==> src/rtl/spi_flash_pkg.sv <==
// Shared SPI flash definitions: opcodes, responder states, status layout.
// Also consumed by the AXI-to-SPI initiator.
package spi_flash_pkg;

   localparam logic [7:0] OP_PP     = 8'h02;
   localparam logic [7:0] OP_READ   = 8'h03;
   localparam logic [7:0] OP_WRDI   = 8'h04;
   localparam logic [7:0] OP_RDSR   = 8'h05;
   localparam logic [7:0] OP_WREN   = 8'h06;
   localparam logic [7:0] OP_RST_EN = 8'h66;
   localparam logic [7:0] OP_RST    = 8'h99;

   localparam int STAT_WIP = 0;
   localparam int STAT_WEL = 1;

   typedef enum logic [2:0] {
      ST_IDLE,
      ST_CMD,
      ST_ADDR,
      ST_RD_DATA,
      ST_PP_DATA,
      ST_STAT_OUT,
      ST_IGNORE
   } flash_state_t;

   typedef struct packed {
      logic sck_rise;
      logic sck_fall;
      logic cs_fall;
      logic cs_rise;
      logic csn;
      logic mosi;
   } spi_evt_t;

   // No internal program cycle is modelled, so WIP is always 0.
   function automatic logic [7:0] status_byte(input logic wel);
      logic [7:0] s;
      s           = '0;
      s[STAT_WEL] = wel;
      s[STAT_WIP] = 1'b0;
      return s;
   endfunction

endpackage

==> src/rtl/spi_sync_edge.sv <==
// Synchronizes SCK/CSn/MOSI into clk and flags SCK and CSn edges.
module spi_sync_edge
   import spi_flash_pkg::*;
#(
   parameter int SYNC_STAGES = 2
) (
   input  logic     clk,
   input  logic     rst,
   input  logic     sck,
   input  logic     csn,
   input  logic     mosi,
   output spi_evt_t evt
);

   // One extra flop on SCK/CSn holds the previous synchronized sample.
   logic [SYNC_STAGES:0]   sck_q;
   logic [SYNC_STAGES:0]   csn_q;
   logic [SYNC_STAGES-1:0] mosi_q;

   always_ff @(posedge clk or posedge rst) begin
      if (rst) begin
         sck_q  <= '0;
         csn_q  <= '1;
         mosi_q <= '0;
      end else begin
         sck_q  <= {sck_q[SYNC_STAGES-1:0], sck};
         csn_q  <= {csn_q[SYNC_STAGES-1:0], csn};
         mosi_q <= (mosi_q << 1) | SYNC_STAGES'(mosi);
      end
   end

   assign evt.sck_rise = sck_q[SYNC_STAGES-1] & ~sck_q[SYNC_STAGES];
   assign evt.sck_fall = ~sck_q[SYNC_STAGES-1] & sck_q[SYNC_STAGES];
   assign evt.cs_fall  = ~csn_q[SYNC_STAGES-1] & csn_q[SYNC_STAGES];
   assign evt.cs_rise  = csn_q[SYNC_STAGES-1] & ~csn_q[SYNC_STAGES];
   assign evt.csn      = csn_q[SYNC_STAGES-1];
   assign evt.mosi     = mosi_q[SYNC_STAGES-1];

endmodule

==> src/rtl/spi_flash_responder.sv <==
// SPI mode-0 flash responder: read, page program, status, write-enable
// latch and two-step soft reset, fronting a simple byte-wide store.
module spi_flash_responder
   import spi_flash_pkg::*;
#(
   parameter int ADDR_BITS   = 24,
   parameter int SYNC_STAGES = 2
) (
   input  logic                 clk,
   input  logic                 rst,
   input  logic                 SCK,
   input  logic                 CSn,
   input  logic                 MOSI,
   output logic                 MISO,
   output logic                 miso_oe,
   output logic [ADDR_BITS-1:0] mem_addr,
   output logic                 mem_rd_en,
   input  logic [7:0]           mem_rdata,
   output logic                 mem_wr_en,
   output logic [7:0]           mem_wdata,
   output logic                 busy
);

   localparam int ACW = (ADDR_BITS > 1) ? $clog2(ADDR_BITS) : 1;

   spi_evt_t     evt;
   flash_state_t state;
   logic [2:0]   bit_cnt;
   logic [2:0]   out_cnt;
   logic [ACW-1:0] addr_cnt;
   logic [7:0]   shift_in;
   logic [7:0]   miso_sr;
   logic [7:0]   nxt_buf;
   logic         rd_wait;
   logic         wel;
   logic         armed;
   logic         is_pp;
   logic         wrote;
   logic [7:0]   in_byte;
   logic [7:0]   rd_byte;
   logic [7:0]   ld_byte;

   spi_sync_edge #(.SYNC_STAGES(SYNC_STAGES)) u_sync (
      .clk  (clk),
      .rst  (rst),
      .sck  (SCK),
      .csn  (CSn),
      .mosi (MOSI),
      .evt  (evt)
   );

   assign busy    = ~evt.csn;
   assign in_byte = {shift_in[6:0], evt.mosi};
   // At the fastest SCK the first byte arrives in the same cycle as the
   // falling edge that must present it, so bypass the buffer then.
   assign rd_byte = rd_wait ? mem_rdata : nxt_buf;
   assign ld_byte = (state == ST_RD_DATA) ? rd_byte : status_byte(wel);

   always_ff @(posedge clk or posedge rst) begin
      if (rst) begin
         state     <= ST_IDLE;
         bit_cnt   <= '0;
         out_cnt   <= '0;
         addr_cnt  <= '0;
         shift_in  <= '0;
         miso_sr   <= '0;
         nxt_buf   <= '0;
         rd_wait   <= 1'b0;
         wel       <= 1'b0;
         armed     <= 1'b0;
         is_pp     <= 1'b0;
         wrote     <= 1'b0;
         MISO      <= 1'b0;
         miso_oe   <= 1'b0;
         mem_addr  <= '0;
         mem_rd_en <= 1'b0;
         mem_wr_en <= 1'b0;
         mem_wdata <= '0;
      end else begin
         mem_rd_en <= 1'b0;
         mem_wr_en <= 1'b0;
         rd_wait   <= mem_rd_en;
         if (rd_wait)
            nxt_buf <= mem_rdata;
         // Page program advances only within the 256-byte page.
         if (mem_wr_en) begin
            mem_addr[7:0] <= mem_addr[7:0] + 8'd1;
            wrote         <= 1'b1;
         end

         if (evt.cs_rise) begin
            if (state == ST_PP_DATA && (wrote || mem_wr_en))
               wel <= 1'b0;
            state   <= ST_IDLE;
            MISO    <= 1'b0;
            miso_oe <= 1'b0;
         end else begin
            case (state)
               ST_IDLE: begin
                  if (evt.cs_fall) begin
                     state   <= ST_CMD;
                     bit_cnt <= '0;
                  end
               end
               ST_CMD: begin
                  if (evt.sck_rise) begin
                     shift_in <= in_byte;
                     bit_cnt  <= bit_cnt + 3'd1;
                     if (bit_cnt == 3'd7) begin
                        armed    <= (in_byte == OP_RST_EN);
                        addr_cnt <= '0;
                        out_cnt  <= '0;
                        wrote    <= 1'b0;
                        state    <= ST_IGNORE;
                        case (in_byte)
                           OP_READ: begin
                              state <= ST_ADDR;
                              is_pp <= 1'b0;
                           end
                           OP_PP: begin
                              if (wel) begin
                                 state <= ST_ADDR;
                                 is_pp <= 1'b1;
                              end
                           end
                           OP_RDSR: state <= ST_STAT_OUT;
                           OP_WREN: wel <= 1'b1;
                           OP_WRDI: wel <= 1'b0;
                           OP_RST:  if (armed) wel <= 1'b0;
                           default: ;
                        endcase
                     end
                  end
               end
               ST_ADDR: begin
                  if (evt.sck_rise) begin
                     mem_addr <= {mem_addr[ADDR_BITS-2:0], evt.mosi};
                     addr_cnt <= addr_cnt + ACW'(1);
                     if (addr_cnt == ACW'(ADDR_BITS - 1)) begin
                        if (is_pp) begin
                           state   <= ST_PP_DATA;
                           bit_cnt <= '0;
                        end else begin
                           state     <= ST_RD_DATA;
                           mem_rd_en <= 1'b1;
                        end
                     end
                  end
               end
               ST_RD_DATA, ST_STAT_OUT: begin
                  if (evt.sck_fall) begin
                     miso_oe <= 1'b1;
                     out_cnt <= out_cnt + 3'd1;
                     if (out_cnt == 3'd0) begin
                        MISO    <= ld_byte[7];
                        miso_sr <= {ld_byte[6:0], 1'b0};
                        // Prefetch the following byte as soon as this one is taken.
                        if (state == ST_RD_DATA) begin
                           mem_rd_en <= 1'b1;
                           mem_addr  <= mem_addr + ADDR_BITS'(1);
                        end
                     end else begin
                        MISO    <= miso_sr[7];
                        miso_sr <= {miso_sr[6:0], 1'b0};
                     end
                  end
               end
               ST_PP_DATA: begin
                  if (evt.sck_rise) begin
                     shift_in <= in_byte;
                     bit_cnt  <= bit_cnt + 3'd1;
                     if (bit_cnt == 3'd7) begin
                        mem_wr_en <= 1'b1;
                        mem_wdata <= in_byte;
                     end
                  end
               end
               ST_IGNORE: ;
               default: state <= ST_IDLE;
            endcase
         end
      end
   end

endmodule

==> config.mk <==
export PLATFORM = sky130hd
export DESIGN_NAME = spi_flash_responder
export DESIGN_NICKNAME = d
export VERILOG_FILES = /design/src/rtl/spi_flash_pkg.sv /design/src/rtl/spi_sync_edge.sv /design/src/rtl/spi_flash_responder.sv
export SDC_FILE = /design/constraint.sdc
export NUM_CORES = 1
export LEC_CHECK = 0
export CAP_MARGIN = 40
export CELL_PAD_IN_SITES_DETAIL_PLACEMENT = 1
export CELL_PAD_IN_SITES_GLOBAL_PLACEMENT = 1
export CORE_UTILIZATION = 29
export CTS_BUF_LIST = sky130_fd_sc_hd__clkbuf_4
export CTS_CLUSTER_SIZE = 30
export DETAILED_ROUTE_END_ITERATION = 10
export PLACE_DENSITY_LB_ADDON = 0.1
export SLEW_MARGIN = 20
export SYNTH_ARGS = -nofsm -noshare
export SYNTH_HDL_FRONTEND = slang
export SYNTH_HIERARCHICAL = 1
export SYNTH_SLANG_ARGS = --single-unit
==> constraint.sdc <==
create_clock -name clk -period 4.7 [get_ports clk]
set_input_delay 0.94 -clock clk [delete_from_list [all_inputs] [get_ports clk]]
set_output_delay 0.94 -clock clk [all_outputs]
set_load 0.005 [all_outputs]
==> results by group <==
Outcome
  • Status: completed

Pwr
  • VDD IR-drop max: approximately 0.14 mV
  • Sw Share: 0.378
  • Share of power burned in registers: 0.523
  • Leak: 2.16 nW
  • Pwr Density: 336 nW/µm²
  • Net Sw Power: 0.687 mW
  • Cell-internal power: 1.13 mW
  • Clock power share: 0.214
  • Combinational Power Share: 0.263

STA
  • RSZ-0062 raised after global routing: false
  • Crit path time final: 2.78 ns
  • Worst-Margin Slew: roughly 0.8 ns
  • Setup tns final: 0 ns
  • Fmax: ~360 MHz
  • Max-slew headroom: 0.458
  • Post-Route Skew: 0.0217 ns
  • Setup violators final: 0
  • Final hold violations: 0
  • Final cycle utilization of the critical path: 0.592
  • Max-slew violations: 0

Clock tree
  • Setup Fix Bufs, Post-CTS: 0
  • TritonCTS clock tree: built
  • Clock Sinks: 85
  • Clock latency on the worst-skew pair: 0.47 ns
  • # resized after CTS: 0
  • CTS Buf Count: 9
  • Clock slew at reported path FFs: roughly 0.15 ns
  • Hold-fix buffers, CTS: 0
  • H-tree levels: 3
  • Clk buf depth: 2
  • Root Driver: clkbuf_4

Synth
  • Synth Register Bits: 85
  • Post-synth EDFFs: 0
  • Cells after synthesis: roughly 480
  • Post-synthesis sequential area ratio: 0.461
  • Synth Warn #: 6
  • Post-synth ARST share: 1.00
  • Cell Area, Synth: 4620 µm²
  • Syn nets: approximately 500
  • Post-synthesis cell type count: slightly above 70
  • Avg Inst Size Synth: a little under 10 µm²
  • Synth Flop Type: dfrtp_1

Detailed routing
  • Total number of vias: roughly 4k
  • Post-route ant nets: 0
  • Vias per std cell: between 5 and 6
  • DRT iter0 DRCs: 160
  • DRT Pass-1 Iters: 4
  • DRC violation count after routing: 0
  • Final wirelength: between 10000 and 15000 µm
  • Wirelength per Cell: ~18 µm

Critical path
  • CP max stage delay: roughly 0.75 ns
  • Setup crit end kind: output port
  • WS Path Type: reg2out
  • CP startpoint kind: register
  • Slowest CP cell: dfrtp_1
  • Worst EP arrival: 1.84 ns
  • CP top delay family: flip-flops
  • Bufs and invs on worst path: 1
  • Critical-path maximum fanout: 14
  • Crit path required time: between 3 and 4 ns
  • Crit path cell chain: clkdlybuf4s50_1

Global route
  • Initial antenna violation count: 1
  • Number of global-route vias before repair: roughly 4.0k
  • Gr usage total: 0.173
  • Grt ovf: 0
  • First-pass GRT wire length: ~22000 µm
  • Largest net degree at the start of global routing: 32

Floorplan
  • Die width: 128 µm
  • Die Y-Extent: ~130 µm
  • Die area: roughly 16000 µm²
  • I/O pin cnt: 50
  • Initial core utilization: 0.301
  • Row count: 45
  • Core Area: 15400 µm²

Run
  • Max-cap violations: 0

Place
  • Number of I/O port buffers: just under 50
  • GPL Wtd Cong: around 0.76
  • DP HPWL: 9230 µm
  • DP Cell Count: ~700

Layout
  • NumNets Final: about 540
  • Share of cells above drive strength 1: 0.132
  • Area delta synth->final: 17.1%
  • Non-Filler Instances: 736

Hold path
  • Worst hold path type: reg2reg
[per-layer routing]
metal,vias up,track usage,share of wire
met2,64,0.269,0.46
met4,0,0.0706,0.016
met3,13,0.0280,0.028
li1,1843,-,-
met1,1991,0.239,0.50
met5,-,0,0
[cell families (layout without fill, tap and decap cells)]
family,count (synthesis),count (layout),share of synthesized area
buf+inv,44,89,0.0444
xor+xnor,6,6,0.0114
simple gates,180,180,0.214
compound gates,130,130,0.185
fa+ha+maj,6,6,0.0163
mux,28,28,0.0672
flops,85,85,0.461
other cells,0,1,0
[cell type report]
cell class | count | area (µm²)
repair buffers | 55 | 549
clock inverters | 6 | 37.5
inverters | 18 | 68.8
diodes | 1 | 2.50
clock buffers | 10 | 75.1
fillers | 1757 | 9960
well taps | 211 | 264
flip-flops and latches | 85 | 2130
multi-input cells | 350 | 2280
[stage by stage]
stage	hold slack (ns)	utilization	setup slack, ns	total power [mW]	instance area, µm²
floorplan	0.331	-	1.79	1.29	4620
global placement	0.335	0.342	2.09	1.43	5250
detailed placement	0.341	0.344	1.98	1.45	5290
CTS	0.362	0.351	1.88	1.85	5400
global route	0.370	0.352	1.83	1.95	5410
finish	0.358	0.352	1.92	1.82	5410
[placed cells by master, fill, tap and decap left out, drive strengths merged, types with 7 or more instances in the layout]
cell	instances
nor2	29
o31a	7
nor2b	10
o21ai	42
nor3	12
a21oi	22
clkbuf	10
nand3	17
nand4	10
nand2	51
mux2	24
a31oi	10
nand2b	8
inv	17
dfrtp	82
clkdlybuf4s50	49
[synthesized netlist by cell type (3+ instances only)]
cell	instances	area share
clkbuf_1	7	0.0057
nor2_2	3	0.0041
and3_1	6	0.0081
nor2_1	26	0.021
mux2i_1	4	0.0087
o21ai_1	4	0.0043
a22o_1	3	0.0057
nand3b_1	3	0.0049
nor3_1	11	0.012
dfrtp_1	82	0.44
a21oi_1	22	0.024
mux2_2	24	0.059
a32o_1	3	0.0065
o22ai_1	4	0.0054
a31oi_1	10	0.014
nand2_1	51	0.041
and2b_2	4	0.0076
a41oi_1	4	0.0076
xor2_1	4	0.0076
nor2b_1	10	0.014
o21ai_0	38	0.041
o31ai_1	4	0.0065
nand3_1	16	0.017
buf_2	14	0.015
or3b_2	6	0.011
nor4_1	3	0.0041
inv_1	17	0.014
o31a_1	7	0.013
dfstp_2	3	0.017
and2_1	3	0.0041
a21o_1	4	0.0065
or3_1	5	0.0068
nand2b_1	8	0.011
nand4_1	10	0.014
ha_1	6	0.016
o32ai_1	3	0.0057
[registers in the layout, indices dropped and copies added (netlist names), 2 cells and up]
signal         count
u_sync/csn_q       3
miso_sr            7
u_sync/mosi_q      2
state              3
out_cnt            3
nxt_buf            8
bit_cnt            3
u_sync/sck_q       3
mem_wdata          8
shift_in           7
mem_addr          24
addr_cnt           5
[power groups by stage]
stage	Sequential [mW]	Clock [mW]	Combinational, mW
2_1_floorplan	0.890	0	0.401
3_3_place_gp	0.961	0	0.468
3_5_place_dp	0.968	0	0.484
4_1_cts	0.952	0.410	0.486
5_1_grt	0.972	0.434	0.543
6_report	0.952	0.389	0.478
[path summary, 6_finish.rpt]
path,start,end,slack [ns],cells past startpoint
setup / recovery,mem_wr_en$_DFF_PP0_,mem_wr_en,1.92,1
hold / removal,u_sync/sck_q[0]$_DFF_PP0_,u_sync/sck_q[1]$_DFF_PP0_,0.36,0
setup reg to reg,state[1]$_DFFE_PP0P_,mem_addr[13]$_DFFE_PP0P_,2.09,5
hold reg to reg,u_sync/sck_q[0]$_DFF_PP0_,u_sync/sck_q[1]$_DFF_PP0_,0.36,0
max in group asynchronous,rst,wel$_DFFE_PP0P_,3.19,3
min in group asynchronous,rst,u_sync/mosi_q[1]$_DFF_PP0_,0.75,2
No activity file was read; power rests on OpenSTA's default activity.
